**config.mk**
```make
export PLATFORM = sky130hd
export DESIGN_NAME = semi_auto_nav_ctrl
export DESIGN_NICKNAME = d
export VERILOG_FILES = /design/src/rtl/semi_auto_nav_ctrl.sv
export SDC_FILE = /design/constraint.sdc
export NUM_CORES = 1
export LEC_CHECK = 0
export CAP_MARGIN = 20
export CORE_MARGIN = 2
export CORE_UTILIZATION = 40
export DETAILED_ROUTE_END_ITERATION = 6
export SETUP_SLACK_MARGIN = 0.05
export SYNTH_ARGS = -nofsm -noshare
export SYNTH_HDL_FRONTEND = slang
export SYNTH_SLANG_ARGS = --single-unit
```
**constraint.sdc**
```tcl
create_clock -name clk -period 3.9 [get_ports clk]
set_input_delay 0.39 -clock clk [delete_from_list [all_inputs] [get_ports clk]]
set_output_delay 0.39 -clock clk [all_outputs]
set_load 0.05 [all_outputs]
```
**src/rtl/semi_auto_nav_ctrl.sv**
```systemverilog
// semi_auto_nav_ctrl
//   Semi-automatic navigation controller for the maze car. Runs on the system
//   clock with an internal tick prescaler. Obstacle detectors are debounced on
//   ticks. Driver commands are rising-edge detected and held as pending bits
//   while waiting. One-hot motion requests go to the motor-drive mux.
//
// Ports
//   clk                    system clock
//   reset                  synchronous, active-high
//   semi_auto_mode_on      enable; 0 pauses the controller and zeroes outputs
//   front/back/left/right_detector   raw obstacle inputs, 1 = obstacle
//   go_straight/turn_right/turn_left/turn_back_command
//                          level inputs; a rising edge is a command
//   move_forward, turn_left, turn_right, move_backward
//                          registered motion requests, at most one high
//   state_o                current state (000 WAIT, 001 TURN_R, 010 TURN_L,
//                          011 STRAIGHT, 100 TURN_BACK)
//   tick_o                 one-clock prescaler pulse
module semi_auto_nav_ctrl #(
  parameter int CLK_HZ        = 100000000,
  parameter int TICK_HZ       = 100,
  parameter int CNT_W         = 16,
  parameter int SETTLE_TICKS  = 90,
  parameter int TURN_TICKS    = 90,
  parameter int BACK_TICKS    = 180,
  parameter int DEB_TICKS     = 3,
  parameter int AUTO_JUNCTION = 1,
  parameter int BACK_MODE     = 0
) (
  input  logic       clk,
  input  logic       reset,
  input  logic       semi_auto_mode_on,
  input  logic       front_detector,
  input  logic       back_detector,
  input  logic       left_detector,
  input  logic       right_detector,
  input  logic       go_straight_command,
  input  logic       turn_right_command,
  input  logic       turn_left_command,
  input  logic       turn_back_command,
  output logic       move_forward,
  output logic       turn_left,
  output logic       turn_right,
  output logic       move_backward,
  output logic [2:0] state_o,
  output logic       tick_o
);

  localparam int PRESC = CLK_HZ / TICK_HZ;
  localparam int PW    = $clog2(PRESC);
  localparam int DW    = $clog2(DEB_TICKS + 1);

  localparam logic [PW-1:0]    PRESC_LAST = PW'(PRESC - 1);
  localparam logic [DW-1:0]    DEB_LAST   = DW'(DEB_TICKS - 1);
  localparam logic [CNT_W-1:0] CNT_MAX    = '1;
  localparam logic [CNT_W-1:0] SETTLE_C   = CNT_W'(SETTLE_TICKS);
  localparam logic [CNT_W-1:0] TURN_C     = CNT_W'(TURN_TICKS);
  localparam logic [CNT_W-1:0] BACK_C     = CNT_W'(BACK_TICKS);

  typedef enum logic [2:0] {
    S_WAIT      = 3'b000,
    S_TURN_R    = 3'b001,
    S_TURN_L    = 3'b010,
    S_STRAIGHT  = 3'b011,
    S_TURN_BACK = 3'b100
  } state_t;

  state_t            state, state_next;
  logic              state_bad;
  logic [PW-1:0]     presc;
  logic              tick;
  logic [3:0]        det_raw, det_deb;
  logic [3:0][DW-1:0] deb_cnt;
  logic              deb_f, deb_l, deb_r;
  logic              back_deb_unused;
  logic [3:0]        cmd_lvl, cmd_prev, cmd_edge, cmd_pend;
  logic [CNT_W-1:0]  counter, cnt_inc, counter_next;
  logic [3:0]        motion, motion_next;

  // Channel order {back, front, left, right}; command order is the priority
  // order {straight, right, left, back}, highest first.
  assign det_raw  = {back_detector, front_detector, left_detector, right_detector};
  assign cmd_lvl  = {go_straight_command, turn_right_command, turn_left_command, turn_back_command};
  assign cmd_edge = cmd_lvl & ~cmd_prev;
  assign deb_f    = det_deb[2];
  assign deb_l    = det_deb[1];
  assign deb_r    = det_deb[0];
  // The back channel is debounced like the others but plays no part in any
  // decision.
  assign back_deb_unused = det_deb[3];

  assign tick = semi_auto_mode_on && (presc == PRESC_LAST);

  // Thresholds are compared against the count including the current tick,
  // so a transition and its counter clear land on the same tick.
  assign cnt_inc = (counter == CNT_MAX) ? counter : counter + 1'b1;

  always_ff @(posedge clk) begin
    if (reset) begin
      presc <= '0;
    end else if (semi_auto_mode_on) begin
      presc <= (presc == PRESC_LAST) ? '0 : presc + 1'b1;
    end
  end

  always_ff @(posedge clk) begin
    if (reset) begin
      det_deb <= '0;
      deb_cnt <= '0;
    end else if (tick) begin
      for (int i = 0; i < 4; i++) begin
        if (det_raw[i] != det_deb[i]) begin
          if (deb_cnt[i] == DEB_LAST) begin
            det_deb[i] <= det_raw[i];
            deb_cnt[i] <= '0;
          end else begin
            deb_cnt[i] <= deb_cnt[i] + 1'b1;
          end
        end else begin
          deb_cnt[i] <= '0;
        end
      end
    end
  end

  // The previous-level register tracks the inputs even while paused, so a
  // level raised during a pause never shows up as an edge afterwards.
  // Pending bits only live in WAIT and are dropped when WAIT is left.
  always_ff @(posedge clk) begin
    if (reset) begin
      cmd_prev <= '0;
      cmd_pend <= '0;
    end else begin
      cmd_prev <= cmd_lvl;
      if (semi_auto_mode_on) begin
        if (state != S_WAIT || state_next != S_WAIT) begin
          cmd_pend <= '0;
        end else begin
          cmd_pend <= cmd_pend | cmd_edge;
        end
      end
    end
  end

  always_comb begin
    state_next  = state;
    state_bad   = 1'b0;
    motion_next = 4'b0000;
    case (state)
      S_WAIT: begin
        if (tick) begin
          if (cmd_pend[3])      state_next = S_STRAIGHT;
          else if (cmd_pend[2]) state_next = S_TURN_R;
          else if (cmd_pend[1]) state_next = S_TURN_L;
          else if (cmd_pend[0]) state_next = S_TURN_BACK;
        end
      end
      S_STRAIGHT: begin
        motion_next = 4'b1000;
        if (tick && cnt_inc >= SETTLE_C) begin
          if (!deb_f) begin
            if (!(deb_l && deb_r)) state_next = S_WAIT;
          end else if (AUTO_JUNCTION == 0) begin
            state_next = S_WAIT;
          end else begin
            case ({deb_l, deb_r})
              2'b10:   state_next = S_TURN_R;
              2'b01:   state_next = S_TURN_L;
              2'b11:   state_next = S_TURN_BACK;
              default: state_next = S_WAIT;
            endcase
          end
        end
      end
      S_TURN_R: begin
        motion_next = 4'b0010;
        if (tick && cnt_inc >= TURN_C && !deb_f) state_next = S_STRAIGHT;
      end
      S_TURN_L: begin
        motion_next = 4'b0100;
        if (tick && cnt_inc >= TURN_C && !deb_f) state_next = S_STRAIGHT;
      end
      S_TURN_BACK: begin
        motion_next = (BACK_MODE != 0) ? 4'b0001 : 4'b0010;
        if (tick && cnt_inc >= BACK_C) state_next = S_STRAIGHT;
      end
      default: begin
        state_next = S_WAIT;
        state_bad  = 1'b1;
      end
    endcase

    if (state_next != state) begin
      counter_next = '0;
    end else if (tick) begin
      counter_next = cnt_inc;
    end else begin
      counter_next = counter;
    end
  end

  // An illegal code is recovered even while paused.
  always_ff @(posedge clk) begin
    if (reset) begin
      state   <= S_STRAIGHT;
      counter <= '0;
    end else if (semi_auto_mode_on || state_bad) begin
      state   <= state_next;
      counter <= counter_next;
    end
  end

  always_ff @(posedge clk) begin
    if (reset) begin
      motion <= 4'b0000;
    end else if (semi_auto_mode_on) begin
      motion <= motion_next;
    end else begin
      motion <= 4'b0000;
    end
  end

  assign move_forward  = motion[3];
  assign turn_left     = motion[2];
  assign turn_right    = motion[1];
  assign move_backward = motion[0];
  assign state_o       = state;
  assign tick_o        = tick;

endmodule
```
==> After elaboration in Yosys (flattened, before gate mapping) <==
Index checks and enable logic that the tools add are counted.
{ "totals": {"ff_bits": 60, "out_inout_bits": 8, "word_cells": 84} }
{ "classes": {"add_sub_neg": 5, "order_cmp": 2, "eq_ne": 16, "muxes": 25, "n_bitwise": 4, "n_reduce_logical": 20} }
{ "op_table": {"columns": ["cell", "n"], "rows": [
  ["$mux W16", 3],
  ["$mux W3", 10],
  ["$add A20 B1 Y20 const B", 1],
  ["$eq A20 B20 Y1 const B", 1],
  ["$mux W20", 1],
  ["$add A16 B1 Y16 const B", 1],
  ["$eq A16 B16 Y1 const B", 1],
  ["$ge A16 B7 Y1 const B", 1],
  ["$ge A16 B8 Y1 const B", 1],
  ["$mux W2", 6],
  ["$pmux W3 S4", 1],
  ["$pmux W4 S3", 1],
  ["$eq A2 B2 Y1 const B", 5],
  ["$pmux W3 S3", 1],
  ["$reduce_and A3 Y1", 3],
  ["$add A2 B1 Y2 const B", 3],
  ["$eq A3 B2 Y1 const B", 2],
  ["$reduce_bool A3 Y1", 2],
  ["$reduce_or A2 Y1", 3],
  ["$logic_and A1 B1 Y1", 5],
  ["$reduce_or A5 Y1", 1],
  ["$and A4 B4 Y4", 1],
  ["$mux W4", 1],
  ["$not A4 Y4", 1],
  ["13 further kinds", 16]
]} }

==> Logic depth before layout (Yosys ltp) <==
Gate-level depths: netlist (run 1).
{ "depth": {"word_depth": 10, "mapped_depth": 12, "depth_no_buf": 10} }

==> Worst setup path after synthesis (run 1) <==
No wires, ideal clock.
{ "synth_timing": {"path_kind": "register -> register", "start": "reg counter[0]", "end": "reg counter[13]", "arrival_time_ns": 2.683, "t_required_ns": 3.837, "slack_ns": 1.154, "stages_incl_launch_ff": 12, "synth_period_minus_slack_ns": 2.746, "path_cell_list": "dfxtp_1 > ha_1 > clkbuf_1 > o211ai_1 > a2111oi_4 > o211ai_2 > a211oi_4 > o21ai_2 > a221oi_4 > o211ai_4 > buf_6 > nor2_2"} }
{ "synth_via": {"elab_chain_len": 10, "elab_cells_between_ends": 17} }
{ "synth_rtl": {"columns": ["element", "line", "source"], "rows": [
  ["from (decl)", "77", "logic [CNT_W-1:0] counter, cnt_inc, counter_next;"],
  ["from (signal assigned)", "209", "counter <= counter_next;"],
  ["$add A16 B1 Y16 or $eq A16 B16 Y1 (tied branches)", "96", "assign cnt_inc = (counter == CNT_MAX) ? counter : counter + 1'b1;"],
  ["$mux W16 (*)", "96", null],
  ["$ge A16 B7 Y1", "160, 177, 181", null],
  ["$logic_and A1 B1 Y1", "160, 177, 181", null],
  ["$logic_and A1 B1 Y1", "177, 181", null],
  ["$mux W3", "177, 181", null],
  ["$pmux W3 S4", "149", "case (state)"],
  ["$ne A3 B3 Y1", "193", "if (state_next != state) begin"],
  ["$reduce_bool A2 Y1 (no line)", null, null],
  ["$reduce_and A2 Y1 (no line)", null, null]
]} }
Mark *: on every way between the ends. The rest lies on a longest branch, timed or not. The select of a mux whose other input is x is not followed.
A chain may end at the register's enable or synchronous reset.

==> Worst setup path after layout (run 1) <==
{ "layout_timing": {"start": "reg counter[4]", "end": "reg counter[2]"} }
The elaborated chain is that of the path after synthesis.

==> metrics.txt, run 1 <==
ys async rst share 0; CTS tree built; TritonRoute pass-1 iters 6; Final Critical Period ~3200 ps; GR Layer Usage met2 0.240; met1 Use GR 0.209; Distinct cells, synth 66; internal power ~0.92 mW; # rows 33; Net Sw Frac 0.242; post_cts resized 0; vias ~2900; Clk pin slew, worst setup/hold paths about 70 ps; CTS Hold Bufs 0; die area ~0.0094 mm²; total length of routed wires roughly 7.1 mm; final hold violation count 0; syn avg cell area around 8.5 µm²; Psw around 0.29 mW; area leader, netlist dfxtp_1; GP Congestion 0.854; postcts setup bufs 0; worst setup path class reg2reg; worst slew pin tran ~650 ps; Yosys top cell area share 0.342; post-synthesis sequential area ratio 0.342; DRC 0; Starting DRT DRC Count 68; placed instance count 505; largest net degree at the start of global routing 27; layout cell share with drive strength beyond 1 0.145; worst-case clock buffer depth 2; status finished clean; most common cell in the synthesized netlist dfxtp_1; # clock sinks between 50 and 60; Worst Path Required 4150 ps; Max Slew Vio Count 0; # H-tree levels 3; I/O Buffers 16; cell area power density ~320 mW/mm²; core area a little over 0.008 mm²; routed vias/inst approximately 5.5; GRT Total Usage 0.156; # fillers 814; setup TNS 0 ps; synth cell count leaders 59 x dfxtp_1, 51 x nor2_1, 30 x nand2_1, 21 x xor2_1, 19 x nand3_1; die width 96.9 µm; fmax about 0.32 GHz; first-pass GRT wire length 12.1 mm; register bit total from synthesis 59; initial antenna violation count 0; clock group share of total power 0.457; Synth Instances roughly 410; vias in the first global route roughly 2600; Layout area overhead 11.2%; max-cap viol count 0; post-route insts no fill 520; worst skew pair latency about 340 ps; Layout Skew ~15 ps; GRT overflow 0; combinational share of power 0.040; final antenna-violating net count 0; Die Ht between 90 and 100 µm; endpoints failing setup 0; yosys warns 0; Synth area leaders dfxtp_1 34%, nor2_1 5.5%, xor2_1 5.3%; unrepaired setup endpoints after global routing no; TritonCTS buffer count 9; Synth Net Count approximately 420; worst rel slew slack 0.562; Post-DP HPWL between 4 and 5 mm; Initial Util 0.416; Leak between 1 and 1.5 nW; Post-synth EDFFs 0; Ant. Diodes 0; worst path arrival time around 3400 ps; grt peak-use layer met2; grt met3 use 0.0383; crit start category flip-flop; CP Capture Type flip-flop; Mapped Area around 0.0035 mm²; clk root buf clkbuf_8; I/O pin total 19; top_reg_cell synth dfxtp_1; Final period util 0.810; HP Class reg2reg; mean routed wirelength per cell about 14 µm; fin nets approximately 420; critical path fanouts, max 16; Flop pwr share 0.503; IR Drop Worst-Case VDD about 0.18 mV
## state kept, by name, indices dropped and copies added, names as in the netlist
signal	flops
state_o	3
cmd_prev	4
presc	20
cmd_pend	4
deb_cnt	6
det_deb	3
motion	3
counter	16
## power groups by stage
stage | registers [mW] | logic [mW] | clock network [mW]
after floorplan | 0.626 | 0.0309 | 0
after CTS | 0.611 | 0.0490 | 0.572
after global routing | 0.611 | 0.0527 | 0.596
after global placement | 0.625 | 0.0483 | 0
final | 0.611 | 0.0482 | 0.554
after detailed placement | 0.625 | 0.0489 | 0
## cells by family after synthesis
| logic type | Yosys count | synth area share |
|---|---|---|
| simple gates | 193 | 0.311 |
| flops | 59 | 0.342 |
| xor+xnor | 39 | 0.0989 |
| fa+ha+maj | 2 | 0.00724 |
| other cells | 1 | 0.00109 |
| compound gates | 65 | 0.161 |
| buf+inv | 38 | 0.0529 |
| mux | 9 | 0.0261 |
## metal layers
layer / vias up / wire (µm)
met5: - / 0
li1: 1445 / -
met2: 60 / 3280
met3: 13 / 294
met1: 1335 / 3380
met4: 0 / 136
## metrics by stage
stage                     setup WS, ps  total power [mW]  instance area, µm²  utilization  hold WS (ps)
after global placement             775             0.673                3650        0.440           473
after CTS                          729              1.23                3840        0.463           496
after floorplan                   1150             0.657                3450            -           459
after global routing               475              1.26                3840        0.463           516
final                              741              1.21                3840        0.463           495
after detailed placement           759             0.674                3650        0.440           488
## final cells by class
cell class,count,area (µm²),share of cell area
clock inverter,6,66.3,0.0173
clock buffer,9,124,0.0322
timing repair buffer,21,208,0.0541
tap,105,131,0.0342
inverter,11,41.3,0.0107
multi-input combinational,309,2090,0.544
sequential,59,1180,0.307
## critical path, cell delays in order, from the launching register on
cell and delay [ps]:
dfxtp_1 550, nand3_2 330, or2_1 340, o31ai_1 330, nand4bb_2 200, nor2_2 230, a41oi_1 200, a221oi_4 310
o211ai_4 270, a311oi_2 300
## layout by cell type (no fill, tap or decap), types with 11 or more instances in the layout
master and n:
dfxtp_1 59, nor2_1 51, nand2_1 30, xor2_1 21
nand3_1 19, xnor2_1 18, a21oi_1 18, clkdlybuf4s50_1 15
nand4_1 11, nor2_2 11
## path summary, 6_finish.rpt
path / slack [ps] / startpoint / to / cells past startpoint
worst max-delay path: 740 / counter[4] / counter[2] / 9
worst min-delay path: 490 / presc[1] / presc[1] / 2
worst max register to register: 740 / counter[4] / counter[2] / 9
worst min register to register: 490 / presc[1] / presc[1] / 2
Note: power is estimated with default switching activity, not from simulation.
==> inputs of run 2 (changes only) <==
Clock period 3.9 ns to 2.7 ns, I/O delays scaled along.
==> run 2 against run 1 <==
  * Routed wire length grew 26%
  * Clock skew decreased by 3.4 ps
  * Register-to-register slack got worse by 840 ps
  * The run now ends with setup timing left
  * Final area increased by 29%
  * Via count rose by 14%
  * Clock power rose by 62%
  * Sequential share of layout area is 6.1 points lower
  * Combinational power is 85% higher
  * Global-route usage is 2.7 points higher
==> metrics.txt, run 2 (synthesis results as in run 1) <==
routed vias/inst 5.34 (was 5.49); Hold Worst Slack 499 ps (was 495 ps); max-cap viol count 0 (unchanged); Worst Path Required 2940 ps (was 4150 ps); largest register by flop count presc (unchanged); final hold violation count 0 (unchanged); GRT Total Usage 0.183 (was 0.156); TritonCTS buffer count 9 (unchanged); Initial Util 0.416 (unchanged); Layout Skew 11.4 ps (was 14.9 ps); Largest register FFs 20 (unchanged); cell area power density 376 mW/mm² (was 316 mW/mm²); # H-tree levels 3 (unchanged); crit path cell chain ha_4, nand4_1, or2_4, or3_4, o211ai_4, a211oi_4, buf_4, o31a_1, buf_6, nor3_4, nor2b_4, a2111oi_4 (was nand3_2, or2_1, o31ai_1, nand4bb_2, nor2_2, a41oi_1, a221oi_4, o211ai_4, a311oi_2); # clock sinks 59 (unchanged); layout cell share with drive strength beyond 1 0.373 (was 0.145); Max Slew Vio Count 0 (unchanged); mean routed wirelength per cell 14.6 µm (was 13.6 µm); failing checks setup timing; Worst setup endpoint cmd_pend[0] (was counter[2]); unrepaired setup endpoints after global routing yes (was no); HP Class reg2reg (unchanged); r2r setup slk -100 ps (was 740 ps); # fillers 700 (was 814); number of cells on the worst hold path 2 (unchanged); Final Critical Period 2800 ps (was 3160 ps); clk root buf clkbuf_8 (unchanged); CTS tree built (unchanged); worst skew pair latency 340 ps (about the same); vias 3253 (was 2853); PnR worst setup slack -99.2 ps (was 741 ps); fin nets 512 (was 424); GRT overflow 0 (unchanged); Post-DP HPWL 5.59 mm (was 4.92 mm); crit start category flip-flop (unchanged); # rows 33 (unchanged); die width 96.9 µm (unchanged); Largest regs presc x20, counter x16, deb_cnt x6 (unchanged); CP max stage delay 380 ps (was 550 ps); Setup WS pre-CTS -66.5 ps (was 759 ps); first-pass GRT wire length 14.3 mm (was 12.1 mm); Ant. Diodes 0 (unchanged); core area 0.00830 mm² (unchanged); commonest non-fill, non-tap cell in the layout buf_4 (was dfxtp_1); Leak 1.88 nW (was 1.28 nW); Total Power 1.86 mW (was 1.21 mW); critical path fanouts, max 4 (was 16); Die Ht 96.9 µm (unchanged); worst slew pin tran 628 ps (was 655 ps); setup TNS -1230 ps (was 0 ps); I/O pin total 19 (unchanged); Register-to-Register Path Depth 12 (was 9); CP Capture Type flip-flop (unchanged); Final period util 1.04 (was 0.810); slowest stage cell, crit path dfxtp_4 (was dfxtp_1); final antenna-violating net count 0 (unchanged); Starting DRT DRC Count 150 (was 68); total length of routed wires 8.92 mm (was 7.09 mm); TritonRoute pass-1 iters 4 (was 6); initial antenna violation count 0 (unchanged); I/O Buffers 16 (unchanged); Crit. Startpoint counter[1] (was counter[4]); final core occ 0.597 (was 0.463); worst-case clock buffer depth 2 (unchanged); worst setup path class reg2reg (unchanged); Clk pin slew, worst setup/hold paths 70 ps (about the same); CTS Hold Bufs 0 (unchanged); endpoints failing setup 20 (was 0); status finished with violations (was finished clean); worst r2r dst cmd_pend[0] (was counter[2]); die area 0.00940 mm² (unchanged); GP Congestion 0.885 (was 0.854); DRC 0 (unchanged); commonest cells after routing, fill and taps aside 78 x buf_4, 48 x nor2_1, 43 x dfxtp_1 (was 59 x dfxtp_1, 51 x nor2_1, 30 x nand2_1); fmax 0.357 GHz (was 0.317 GHz); worst r2r src counter[1] (was counter[4]); Layout area overhead 43.4% (was 11.2%); worst path arrival time 3040 ps (was 3410 ps); IR Drop Worst-Case VDD 0.258 mV (was 0.179 mV); vias in the first global route 3057 (was 2622); worst rel slew slack 0.582 (was 0.562); largest net degree at the start of global routing 20 (was 27)
## run 2: per-stage QoR
stage                     instance area [µm²]  instances
after floorplan                          3460        406
after global placement                   4100        564
after detailed placement                 4100        564
after CTS                                4640        598
after global routing                     4950        609
final                                    4950        609
## run 2: where the power goes
part / internal [mW] / switching (mW) / leakage (nW) / total [mW]
clock: 0.516 / 0.382 / 0.101 / 0.897
combinational: 0.0390 / 0.0503 / 1.29 / 0.0893
sequential: 0.871 / 0.00490 / 0.487 / 0.875
## run 2: worst min-delay path by stage
stage,startpoint,to,slack (ps)
floorplan,reset,cmd_pend[0],340
global placement,presc[1],presc[1],480
detailed placement,presc[1],presc[1],490
CTS,presc[1],presc[1],500
global route,presc[1],presc[1],540
finish,presc[1],presc[1],500
## run 2: repair_timing
action | in CTS | in global routing
setup endpoints to repair | 20 | 21
gates resized for setup | 47 | 41
setup buffers | 18 | 11
pin swaps | 30 | 21
hold endpoints to repair | 0 | 0
## run 2: worst max-delay path: cells and delay by family (launching register included)
family | cells | cell delay (ps)
buffers and inverters | 2 | 300
adder cells (fa/ha/maj) | 1 | 160
AO/OA/AOI/OAI | 4 | 730
AND/OR/NAND/NOR | 5 | 1130
flip-flops | 1 | 380
## run 2: cell type report
type / count / area, µm² / area share
inverter: 11 / 41.3 / 0.00834
clock inverter: 7 / 92.6 / 0.0187
timing repair buffer: 109 / 933 / 0.188
multi-input combinational: 309 / 2410 / 0.487
sequential: 59 / 1220 / 0.246
tap: 105 / 131 / 0.0265
clock buffer: 9 / 124 / 0.0250
## run 2: layer usage
| layer | track usage | wire [µm] | share of wire |
|---|---|---|---|
| met5 | 0 | 0 | 0 |
| met3 | 0.0303 | 315 | 0.035 |
| met1 | 0.232 | 3930 | 0.44 |
| met2 | 0.311 | 4480 | 0.50 |
| met4 | 0.0693 | 194 | 0.022 |
